**src/rtl/uart_rx.sv**
```systemverilog
// 8N1 UART receiver: 2-flop input synchronizer, mid-bit sampling with a
// runtime bit length, one-cycle strobes for good bytes, framing errors and overruns.
//   state     | meaning
//   IDLE      | line idle, waiting for a low level
//   START     | timing to the middle of the start bit
//   BIT0-BIT7 | sampling data bits, LSB first
//   STOP      | sampling the stop bit
//   WAIT_HIGH | framing error seen, waiting for the line to return high
module uart_rx #(
  parameter int BIT_LENGTH_WIDTH = 16
) (
  input  logic                        clock,
  input  logic                        reset_n,
  input  logic                        rxd,
  input  logic [BIT_LENGTH_WIDTH-1:0] bit_length,
  output logic [7:0]                  data,
  output logic                        write_enable,
  input  logic                        fifo_full,
  output logic                        framing_error,
  output logic                        overrun,
  output logic                        busy
);

  typedef enum logic [3:0] {
    IDLE      = 4'd0,
    START     = 4'd1,
    BIT0      = 4'd2,
    BIT1      = 4'd3,
    BIT2      = 4'd4,
    BIT3      = 4'd5,
    BIT4      = 4'd6,
    BIT5      = 4'd7,
    BIT6      = 4'd8,
    BIT7      = 4'd9,
    STOP      = 4'd10,
    WAIT_HIGH = 4'd11
  } state_t;

  state_t                      state;
  logic [BIT_LENGTH_WIDTH-1:0] timer;
  logic [BIT_LENGTH_WIDTH-1:0] bl;
  logic [7:0]                  shift;
  logic                        rxd_m;
  logic                        rxd_s;

  always_ff @(posedge clock or negedge reset_n) begin
    if (!reset_n) begin
      rxd_m <= 1'b1;
      rxd_s <= 1'b1;
    end else begin
      rxd_m <= rxd;
      rxd_s <= rxd_m;
    end
  end

  assign busy = (state != IDLE);

  always_ff @(posedge clock or negedge reset_n) begin
    if (!reset_n) begin
      state         <= IDLE;
      timer         <= '0;
      bl            <= '0;
      shift         <= 8'h00;
      data          <= 8'h00;
      write_enable  <= 1'b0;
      framing_error <= 1'b0;
      overrun       <= 1'b0;
    end else begin
      write_enable  <= 1'b0;
      framing_error <= 1'b0;
      overrun       <= 1'b0;
      case (state)
        IDLE: begin
          if (!rxd_s) begin
            state <= START;
            timer <= '0;
            bl    <= bit_length;
          end
        end
        START: begin
          if (timer == (bl >> 1)) begin
            timer <= '0;
            state <= rxd_s ? IDLE : BIT0;
          end else begin
            timer <= timer + 1'b1;
          end
        end
        BIT0, BIT1, BIT2, BIT3, BIT4, BIT5, BIT6, BIT7: begin
          if (timer == bl) begin
            shift <= {rxd_s, shift[7:1]};
            timer <= '0;
            // Encoding is ordered so BIT7 + 1 lands on STOP.
            state <= state_t'(state + 4'd1);
          end else begin
            timer <= timer + 1'b1;
          end
        end
        STOP: begin
          if (timer == bl) begin
            timer <= '0;
            if (!rxd_s) begin
              framing_error <= 1'b1;
              state         <= WAIT_HIGH;
            end else begin
              if (fifo_full) begin
                overrun <= 1'b1;
              end else begin
                data         <= shift;
                write_enable <= 1'b1;
              end
              state <= IDLE;
            end
          end else begin
            timer <= timer + 1'b1;
          end
        end
        WAIT_HIGH: begin
          if (rxd_s) state <= IDLE;
        end
        default: state <= IDLE;
      endcase
    end
  end

endmodule

```
**config.mk**
```make
export PLATFORM = sky130hd
export DESIGN_NAME = uart_rx
export DESIGN_NICKNAME = d
export VERILOG_FILES = /design/src/rtl/uart_rx.sv
export SDC_FILE = /design/constraint.sdc
export NUM_CORES = 1
export LEC_CHECK = 0
export ABC_AREA = 1
export BUFFER_PORTS_ARGS = -buffer_cell sky130_fd_sc_hd__buf_2
export CAP_MARGIN = 10
export CELL_PAD_IN_SITES_DETAIL_PLACEMENT = 0
export CELL_PAD_IN_SITES_GLOBAL_PLACEMENT = 1
export CORE_MARGIN = 10
export CORE_UTILIZATION = 30
export CTS_CLUSTER_SIZE = 14
export DETAILED_ROUTE_END_ITERATION = 10
export PLACE_DENSITY_LB_ADDON = 0.1
export SLEW_MARGIN = 0
export SYNTH_ARGS = -nofsm -noshare
export SYNTH_HDL_FRONTEND = slang
export SYNTH_SLANG_ARGS = --single-unit
```
**constraint.sdc**
```tcl
create_clock -name clock -period 2.8 [get_ports clock]
set_clock_uncertainty 0.2 [all_clocks]
set_input_delay 0.14 -clock clock [delete_from_list [all_inputs] [get_ports clock]]
set_output_delay 0.14 -clock clock [all_outputs]
set_load 0.05 [all_outputs]
```
; After elaboration in Yosys (flattened, before gate mapping)
; Index checks and enable logic that the tools add are counted.
[totals]
reg_bits = 57
latch_bits = 0
mem_bits_rw = 0
mem_bits_ro = 0
in_bits = 20
out_inout_bits = 12
memories = 0
[op_classes]
add_sub_neg = 2
n_mul = 0
n_div = 0
n_lt_le_gt_ge = 0
n_eq_ne = 18
n_shift = 0
n_mux = 23
bitwise_logic = 2
n_reduce_logical = 10
[ops]
columns = cell, n
row1 = 2-to-1 mux 16 bit, 3
row2 = case mux 16 bit (3 select lines), 1
row3 = 2-to-1 mux 4 bit, 6
row4 = case mux 4 bit (5 select lines), 1
row5 = adder 16 x 1 -> 16 bit (second input constant), 1
row6 = equality test 16 x 15 -> 1 bit, 1
row7 = equality test 16 bit, 1
row8 = equality test 4 x 3 -> 1 bit (second input constant), 4
row9 = equality test 4 bit (second input constant), 4
row10 = 2-to-1 mux 1 bit, 11
row11 = != test 2 bit (second input constant), 5
row12 = OR reduction 9 bit, 1
row13 = equality test 4 x 2 -> 1 bit (second input constant), 2
row14 = OR reduction 8 bit, 1
row15 = AND reduction 2 bit, 3
row16 = AND reduction 5 bit, 1
row17 = adder 4 x 1 -> 4 bit (second input constant), 1
row18 = equality test 4 x 1 -> 1 bit (second input constant), 1
row19 = zero test 4 bit, 1
row20 = AND reduction 4 bit, 1
row21 = nonzero test 4 bit, 1
row22 = nonzero test 3 bit, 1
row23 = 2-to-1 mux 2 bit, 1
row24 = NOT 1 bit, 2

; Longest topological paths before layout
; Gate-level depths: netlist of run 1.
[logic_depth]
word_depth = 4
depth_mapped = 13

; Worst setup path before layout of run 1
; No wires, ideal clock.
[synth_timing]
kind = reg-to-reg
start = register state[0]
end = register timer[1]
t_arrival_ns = 1.746
required_ns = 2.483
slack_ns = 0.738
stages_incl_launch_ff = 12
synth_period_minus_slack_ns = 2.062
path_cell_list = dfrtp_1 inv_1 ha_1 nand2_2 inv_1 nor2_2 nand4_2 nand2_4 inv_4 buf_6 nand3_2 nand2_1
[synth_between]
elab_chain_cells = 4
word_cells_on_any_way = 16
[synth_lines]
columns = item, line_no
row1 = "start, declared", 39  ; state_t state;
row2 = "start signal, assigned", 83  ; state <= rxd_s ? IDLE : BIT0;
row3 = "start signal, assigned", 93  ; state <= state_t'(state + 4'd1);
row4 = equality test 4 bit (tied with other cells), 72  ; case (state)
row5 = OR reduction 9 bit (no line), -
row6 = nonzero test 3 bit (no line), -
row7 = AND reduction 2 bit (no line), -
row8 = "end signal, assigned", 85  ; timer <= timer + 1'b1;
row9 = "end signal, assigned", 95  ; timer <= timer + 1'b1;
row10 = "end signal, assigned", 114  ; timer <= timer + 1'b1;
row11 = "end, declared", 40  ; logic [BIT_LENGTH_WIDTH-1:0] timer;
; Parallel ways exist; a longest one is shown, timed or not.
; A chain may end at the register's enable or synchronous reset.

; Worst setup path in the final report of run 1
[layout_timing]
start = register state[0]
end = register timer[0]
; Same word-level chain as after synthesis.

==> impl_results.md, run 1 <==
* Vias/cell at 4.56
* Final Hold Vio Count at 0
* Max-cap violations at 0
* Min Clock Period, post-route at 2.30 ns
* Number of inserted diodes at 0
* Number of global-route vias before repair at 3287
* Normalized max-slew margin at 50.6%
* Required time worst endpoint at 2.83 ns
* Num CTS Buffers at 9
* Status: finished, final reports clean
* Final-stage net count at 594
* Arrival time at the worst endpoint at 2.33 ns
* RSZ-0062 raised after global routing: no
* Number of design rule violations left after detail routing at 0
* Post-Syn Nets at 547
* Endpoints failing setup at 0
* Syn Std Cell Area at 3600 um2
* Clock edge transition at the registers on the reported setup and hold paths at 0.05 ns
* Placed Instances at 681
* Global-route usage over all layers at 12.5%
* Wire length the detailed router placed on met1 at 4.71 mm
* Library cell with the largest summed area after synthesis: dfrtp_1
* Worst IR drop on VDD at 0.514 mV
* Horizontal extent of the die at 130 um
* Cell with the largest stage delay on the worst path: dfrtp_1
* Wire length of the first global-routing pass at 16.5 mm
* Root buffer cell: clkbuf_16
* Bufs and invs on worst path at 2
* Clock latency on the worst-skew pair at 0.34 ns
* DP Wirelength at 7.02 mm
* Growth of design area from synthesis to finish at 21.3%
* Top layer used by detailed routing: met4
* Pin count of the biggest net entering global routing at 33
* Total wire length at 9.78 mm
* Leakage dissipation at 2.36 nW
* Instance count of the mapped netlist at 521
* Largest stage delay, worst path at 0.43 ns
* Worst min path class: reg2reg
* Category of the critical setup timing path: reg2reg
* FF+latch count, synth at 57
* Length of the first detailed-routing pass in iterations at 4
* I/O pin count at 32
* Final period util at 82.1%
* Routed vias at 3262
* Series of cell instances along the critical path: inv_1, ha_1, o21a_2, nor2_4, nand4_2, nand2_4, inv_4, nand3_1, nand2_1
* Layout cells sized above 1 at 14.1%
* Pwr per Cell Area at 874 nW/um2
* Port Buffers at 31
* Global route overflow at 0
* CTS tree: yes
* Chip height at 130 um
* Worst slack on hold paths at 0.157 ns
* Final count of pins violating max slew at 0
* Placement Rows at 39
* Type of element capturing the critical path: flop
* Count of warnings emitted by yosys at 0
* Fmax at 435 MHz
* Final estimated routing congestion in global placement at 0.783
* Cell type group with the largest total delay on the critical path: simple AND/OR/NAND/NOR gates
* Area fraction of the dominant cell type after synthesis at 38.2%
* WL/cell at 13.7 um
* Clock Sink Count at 57
* Actual transition at the worst max-transition pin at 0.741 ns
* Element type at the critical path start: flop
* Largest driver fanout on the critical path at 13
* Final Non-Filler Cells at 716
* Detailed Route Iter0 Violations at 125
* Most area-consuming cells after synthesis: dfrtp_1 (38%), nand2_1 (21%), nor2_1 (6.8%)
* Met2 wire length at 4.58 mm
* Number of H-tree branching levels at 3
* Number of unique standard cell types used by synthesis at 32
* Setup TNS Final at 0 ns
* Total core area at 11600 um2
* Post-detailed-route count of antenna-violating nets at 0
* Share of synthesized area occupied by flip-flops and latches at 39.7%
* Number of cells upsized or downsized after cts at 0
* Die outline area at 16800 um2
* Per-instance average area after synthesis at 6.91 um2
* Initial Utilization at 31.1%
* Maximum number of buffers from clock root to sink at 2
* Length of routed met3 wiring at 395 um
* Number of antenna violations at the first check in global routing at 0
[timing repair]
item / 4_1_cts / 5_1_grt
hold endpoints to repair: 45 / 0
hold buffers: 19 / 0
buffers inserted: 0 / 0
[final cells by class]
class                   count  area [um2]
repair buffers             54         388
clock buffers              10         239
clock inverters             6        91.3
multi-input cells         388        1820
fillers                  1244        7200
well taps                 143         179
inverters                  58         225
flip-flops and latches     57        1430
[placed cells by master (no fill, tap or decap), types with 4 or more instances in the layout]
cell type / instances
nand3_1: 39
dlygate4sd3_1: 19
inv_1: 49
clkinv_4: 4
inv_2: 7
dfrtp_1: 55
nand4_1: 21
buf_2: 31
nand2_1: 204
nand2_2: 5
clkbuf_16: 9
nor2_1: 65
ha_1: 6
xor2_1: 9
a21oi_1: 18
[through the flow]
stage               utilization [%]  setup WS [ns]  instance area (um2)  power, mW
floorplan                         -          0.738                 3600       2.34
global placement               33.3          0.552                 3850       2.62
detailed placement             33.3          0.516                 3850       2.62
CTS                            37.8          0.511                 4370       3.89
global route                   37.8          0.309                 4370       4.13
finish                         37.8          0.501                 4370       3.82
[flip-flops by register name (all words and copies together), names as in the netlist]
| register | flops |
|---|---|
| rxd_s | 1 |
| state | 4 |
| bl | 16 |
| framing_error | 1 |
| overrun | 1 |
| timer | 16 |
| shift | 8 |
| write_enable | 1 |
| data | 8 |
| rxd_m | 1 |
[report_power, final]
| part | internal, mW | total [mW] | switching (mW) |
|---|---|---|---|
| clock | 0.805 | 1.22 | 0.414 |
| combinational | 0.447 | 1.46 | 1.01 |
| sequential | 0.979 | 1.14 | 0.158 |
| total | 2.23 | 3.82 | 1.59 |
[per-layer routing]
metal  vias to the layer above  global-route usage (%)
li1                       1718                       -
met1                      1500                    15.2
met2                        37                    20.3
met3                         7                    3.92
met4                         0                    4.76
met5                         -                       0
[path summary, 6_finish.rpt]
check                           depth (start not counted)  slack [ns]  endpoint     start
min in group asynchronous                               2        0.21    bl[13]   reset_n
worst max-delay path                                    9        0.50  timer[0]  state[0]
worst max register to register                          9        0.50  timer[0]  state[0]
worst min-delay path                                    0        0.16     rxd_s     rxd_m
worst min register to register                          0        0.16     rxd_s     rxd_m
max in group asynchronous                               3        1.58   data[2]   reset_n
[cells in the mapped netlist, drive strengths merged]
master / number
ha: 6
nand3: 43
a21oi: 18
inv: 57
xor2: 9
buf: 14
nor2: 69
xnor2: 1
o21ai: 5
clkinv: 1
nor3: 1
nand4: 22
dfrtp: 55
clkbuf: 4
o21a: 1
nand2: 212
dfstp: 2
o31ai: 1
[logic make-up after synthesis]
logic type	synth area share [%]
XOR/XNOR	2.43
flip-flops	39.7
AO/OA/AOI/OAI	3.75
buffers and inverters	9.90
AND/OR/NAND/NOR	42.1
adder cells (fa/ha/maj)	2.08
Power figures use the tool's default switching activity.
==> run 2: changes to the inputs <==
Settings changed: ABC_AREA 1 to 0.
Clock period 2.8 ns to 2 ns, I/O delays scaled along.
==> impl_results.md, run 2 <==
* Normalized max-slew margin at 76.4%
* Status: complete, but fails checks
* Number of inserted diodes at 0
* Maximum number of buffers from clock root to sink at 2
* Async SR Flop Fraction at 100%
* Library cell with the largest summed area after synthesis: dfrtp_1
* Required time worst endpoint at 2.04 ns
* Bufs and invs on worst path at 1
* Max-cap violations at 0
* Count of warnings emitted by yosys at 0
* Port Buffers at 31
* Leakage dissipation at 2.17 nW
* Category of the critical setup timing path: reg2reg
* Actual transition at the worst max-transition pin at 0.353 ns
* Placed Instances at 482
* CTS tree: yes
* Num CTS Buffers at 9
* Pre-CTS WS at -0.546 ns
* Chip height at 121 um
* Fmax at 394 MHz
* Final design utilization at 44.7%
* Count of flip-flops with a built-in enable after synthesis at 0
* Type of element capturing the critical path: flop
* Total wire length at 8.00 mm
* Series of cell instances along the critical path: ha_4, or4b_4, a21oi_4, nor2_2, a32o_2, buf_12, nand3b_1, a22o_1
* I/O pin count at 32
* FF+latch area at 1430 um2
* Root buffer cell: clkbuf_8
* Final period util at 127%
* Length of the first detailed-routing pass in iterations at 4
* Post-route design area at 4410 um2
* Cell type group with the largest total delay on the critical path: simple AND/OR/NAND/NOR gates
* Clock latency on the worst-skew pair at 0.35 ns
* DP Wirelength at 5.63 mm
* RSZ-0062 raised after global routing: yes
* Area after DPL at 3830 um2
* Number of antenna violations at the first check in global routing at 0
* Routed vias at 2409
* Initial Utilization at 31.1%
* Area fraction of the dominant cell type after synthesis at 44.8%
* FILL cells at 937
* Per-instance average area after synthesis at 11.4 um2
* Detailed Route Iter0 Violations at 96
* Number of design rule violations left after detail routing at 0
* Number of global-route vias before repair at 2645
* Most area-consuming cells after synthesis: dfrtp_1 (45%), mux2_2 (11%), xor2_1 (8.8%)
* Multi-input gate area at 1630 um2
* Pin count of the biggest net entering global routing at 58
* Total core area at 9860 um2
* Post-detailed-route count of antenna-violating nets at 0
* Endpoints failing setup at 52
* Most frequent standard cell in the layout excluding fill and tap cells: buf_4
* Min Clock Period, post-route at 2.54 ns
* Final critical-path setup slack at -0.540 ns
* WL/cell at 15.3 um
* Failing checks: setup timing
* Commonest cells post-synth: dfrtp_1 (55), mux2_2 (31), xor2_1 (31), nor2_1 (17), a22o_1 (16)
* Layout cells sized above 1 at 47.6%
* Element type at the critical path start: flop
* Worst min path class: in2async
* Largest driver fanout on the critical path at 13
* Dominant cell by count in the synthesized netlist: dfrtp_1
* Number of H-tree branching levels at 3
* FF+latch count, synth at 57
* Clock Sink Count at 57
* Cell with the largest stage delay on the worst path: or4b_4
* Global-route usage over all layers at 11.4%
* Setup TNS Final at -15.51 ns
* Final Hold Vio Count at 0
* Final Non-Filler Cells at 522
* Arrival time at the worst endpoint at 2.58 ns
* Horizontal extent of the die at 121 um
* Most frequent cells in the layout: buf_4 (56), dfrtp_1 (53), xor2_1 (31), buf_2 (31), mux2_2 (27)
* Number of unique standard cell types used by synthesis at 48
* Final count of pins violating max slew at 0
* Final estimated routing congestion in global placement at 0.788
* Largest regs: bl: 16 flops, timer: 16 flops
* Share of synthesized area occupied by flip-flops and latches at 46.6%
* Wire length of the first global-routing pass at 13.2 mm
* Post-Syn Nets at 296
* Final-stage net count at 410
* Commonest register cell after synthesis: dfrtp_1
* Growth of design area from synthesis to finish at 43.6%
* Global route overflow at 0
* Vias/cell at 4.61
* Placement Rows at 36
* Worst IR drop on VDD at 0.545 mV
* Instance count of the mapped netlist at 270
* Clock edge transition at the registers on the reported setup and hold paths at 0.07 ns
* Syn Std Cell Area at 3070 um2
* Pwr per Cell Area at 1290 nW/um2
* Largest stage delay, worst path at 0.54 ns
* Die outline area at 14700 um2
-- run 2: cell types whose count changed after synthesis, moves of 16 or more --
cell     delta
xor2_1     +22
inv_1      -42
a21oi_1    -16
a22o_1     +16
nand3_1    -27
nor2_1     -48
nand4_1    -19
mux2_2     +31
nand2_1   -192
-- run 2: layout make-up --
cell class	count	area share (%)
Clock inverter	5	1.25
Clock buffer	11	3.21
Tap cell	133	3.78
Inverter	7	0.596
Timing Repair Buffer	119	21.6
Sequential cell	57	32.5
Multi-Input combinational cell	190	37.1
-- run 2: timing repair --
action                                 4_1_cts  5_1_grt
cloned                                       1        2
resized for setup                           11       20
setup endpoints to repair                   37       55
hold buffers                                19        0
endpoints found under the hold margin       76        0
setup buffers                                2        1
pin swaps                                    3       10
-- run 2: cells by family (layout without fill, tap and decap cells) --
| logic type | count (synthesis) | after routing | share of synthesized area, % |
|---|---|---|---|
| compound gates | 45 | 45 | 12.2 |
| buf+inv | 23 | 142 | 4.40 |
| xor+xnor | 31 | 31 | 8.85 |
| simple gates | 75 | 75 | 13.4 |
| mux | 33 | 33 | 12.2 |
| flops | 57 | 57 | 46.6 |
| fa+ha+maj | 6 | 6 | 2.45 |
-- run 2: report_power, final --
part,switching [mW],leakage (nW),total (mW),internal [mW]
registers,0.228,0.746,1.60,1.37
logic,1.37,1.33,2.99,1.63
clock network,0.490,0.0953,1.10,0.605
-- run 2: per-layer routing --
layer  wire length, um  share of wire (%)  vias up  global-route usage, %
met5                 0                  0        -                      0
met4               124                1.6        0                   4.10
met3               349                4.4       10                   3.77
met2              3980                 50       44                   18.8
met1              3540                 44     1168                   13.4
li1                  -                  -     1187                      -
-- run 2: path summary, 6_finish.rpt --
path / from / to / slack, ns / cells after the start
max in group asynchronous: reset_n / rxd_m / 1.21 / 3
worst max register to register: state[0] / state[0] / -0.54 / 8
worst min register to register: rxd_m / rxd_s / 0.16 / 0
worst max-delay path: state[0] / state[0] / -0.54 / 8
min in group clock: rxd_m / rxd_s / 0.16 / 0
worst min-delay path: reset_n / state[0] / 0.09 / 3
-- run 2: worst reg2reg max path, stage by stage (launching register included) --
cell and delay [ns]:
dfrtp_2 0.47, ha_4 0.18, or4b_4 0.54, a21oi_4 0.16, nor2_2 0.06, a32o_2 0.26
buf_12 0.16, nand3b_1 0.18, a22o_1 0.22
-- run 2: per-stage QoR --
| step | hold slack, ns | power, mW |
|---|---|---|
| finish | 0.0906 | 5.69 |
| global route | 0.145 | 6.11 |
| CTS | 0.0966 | 5.48 |
| detailed placement | -0.0659 | 4.24 |
| global placement | -0.0635 | 4.23 |
| floorplan | -0.396 | 3.37 |
==> run 3: changes to the inputs <==
Settings changed: CTS_BUF_LIST set to sky130_fd_sc_hd__clkbuf_4.
Clock period 2 ns to 2.5 ns, I/O delays scaled along.
==> impl_results.md, run 3 (same netlist as run 2, synthesis figures left out) <==
* Root buffer cell: clkbuf_4
* Post-detailed-route count of antenna-violating nets at 0
* Endpoints failing setup at 0
* Final Hold Vio Count at 0
* Vias/cell at 4.70
* Seq pwr share at 30.2%
* Type of element capturing the critical path: flop
* Wire length of the first global-routing pass at 13.2 mm
* Final period util at 99.7%
* Fmax at 401 MHz
* Category of the critical setup timing path: reg2reg
* Actual transition at the worst max-transition pin at 0.661 ns
* Min Clock Period, post-route at 2.49 ns
* Maximum number of buffers from clock root to sink at 2
* Switching power share of the total at 38.8%
* Number of global-route vias before repair at 2544
* Clock power share at 15.4%
* Most frequent cells in the layout: dfrtp_1 (51), buf_4 (43), xor2_1 (31), mux2_2 (31), buf_2 (31)
* Placement Rows at 36
* Global-route usage over all layers at 11.4%
* FF+latch area at 1430 um2
* Final estimated routing congestion in global placement at 0.778
* Final critical-path setup slack at 0.00851 ns
* Number of antenna violations at the first check in global routing at 0
* Growth of design area from synthesis to finish at 37.7%
* Pre-CTS WS at -0.124 ns
* Cell type group with the largest total delay on the critical path: compound AO/OA/AOI/OAI gates
* Normalized max-slew margin at 55.9%
* Initial Utilization at 31.1%
* Arrival time at the worst endpoint at 2.59 ns
* Status: finished, final reports clean
* Chip height at 121 um
* Largest stage delay, worst path at 0.54 ns
* Final design utilization at 42.8%
* Area after DPL at 3650 um2
* Routed vias at 2394
* Number of design rule violations left after detail routing at 0
* Required time worst endpoint at 2.60 ns
* WL/cell at 15.9 um
* Cell with the largest stage delay on the worst path: or4b_4
* Largest regs: bl: 16 flops, timer: 16 flops
* Leakage dissipation at 2.06 nW
* Worst min path class: in2async
* Worst IR drop on VDD at 0.431 mV
* Clock latency on the worst-skew pair at 0.41 ns
* Global route overflow at 0
* Final-stage net count at 397
* Pin count of the biggest net entering global routing at 34
* Series of cell instances along the critical path: ha_4, or4b_4, a21oi_4, buf_6, a21oi_4, o21ai_4, buf_6, nor2_2, a22o_1
* Multi-input gate area at 1670 um2
* DP Wirelength at 5.62 mm
* FILL cells at 968
* Final count of pins violating max slew at 0
* I/O pin count at 32
* Clock Sink Count at 57
* Proportion of power drawn by combinational gates at 54.4%
* Total core area at 9860 um2
* Number of H-tree branching levels at 3
* Max-cap violations at 0
* Clock edge transition at the registers on the reported setup and hold paths at 0.11 ns
* Bufs and invs on worst path at 2
* Num CTS Buffers at 9
* Total wire length at 8.08 mm
* Post-route design area at 4230 um2
* Largest driver fanout on the critical path at 5
* Number of inserted diodes at 0
* Detailed Route Iter0 Violations at 102
* CTS tree: yes
* Pwr per Cell Area at 1020 nW/um2
* Horizontal extent of the die at 121 um
* Port Buffers at 31
* Element type at the critical path start: flop
* Switch Pwr at 1.66 mW
* RSZ-0062 raised after global routing: yes
* Die outline area at 14700 um2
* Layout cells sized above 1 at 46.3%
* Pint at 2.63 mW
* Most frequent standard cell in the layout excluding fill and tap cells: dfrtp_1
* Length of the first detailed-routing pass in iterations at 4
==> run 3: power by group through the flow <==
stage / logic [mW] / registers [mW] / clock network [mW]
global route: 2.55 / 1.32 / 0.737
finish: 2.33 / 1.30 / 0.659
global placement: 1.90 / 1.31 / 0
floorplan: 1.36 / 1.28 / 0
detailed placement: 1.88 / 1.31 / 0
CTS: 2.07 / 1.29 / 0.701
==> run 3: worst register-to-register path: cells and delay by family, from the launching register on <==
family	cells	cell delay, ns
adders and majority gates	1	0.18
and+or+nand+nor	2	0.57
AOI/OAI and AO/OA	4	0.70
buffers and inverters	2	0.27
DFF	1	0.47
==> run 3: final cells by class <==
type	instances	share of cell area (%)
clock buffers	9	1.60
clock inverters	7	1.45
inverters	7	0.681
multi-input cells	193	39.5
flip-flops and latches	57	33.9
well taps	133	3.94
repair buffers	103	18.9
==> run 3: final timing paths <==
path / start / endpoint / slack [ns] / depth (start not counted)
worst max-delay path: state[0] / state[1] / 0.009 / 9
worst min-delay path: reset_n / state[3] / 0.08 / 2
worst max register to register: state[0] / state[1] / 0.009 / 9
worst min register to register: rxd_m / rxd_s / 0.17 / 0
max in group asynchronous: reset_n / rxd_s / 1.36 / 3
min in group clock: rxd / rxd_m / 0.16 / 2
==> run 3: routing by layer <==
layer	up-vias	GRT usage [%]	part of all wire, %
met1	1157	14.0	46
met3	14	3.91	4.6
li1	1173	-	-
met5	-	0	0
met2	50	17.9	47
met4	0	4.84	2.4
==> run 3: metrics by stage <==
| stage | hold slack, ns | cells | power (mW) | setup TNS, ns |
|---|---|---|---|---|
| final | 0.0756 | 509 | 4.29 | 0 |
| after global routing | 0.0982 | 509 | 4.61 | -0.977 |
| after global placement | 0.00464 | 461 | 3.22 | -1.68 |
| after detailed placement | 0.0137 | 461 | 3.20 | -1.98 |
| after floorplan | -0.371 | 270 | 2.63 | -0.0170 |
| after CTS | 0.0888 | 500 | 4.06 | -0.301 |
==> run 3: timing repair <==
action	in CTS	in global routing
gates cloned	2	1
endpoints found under the setup margin	19	36
hold endpoints to repair	43	0
buffers inserted	2	8
pin swaps	4	11
resized for setup	7	27
hold buffers	19	0
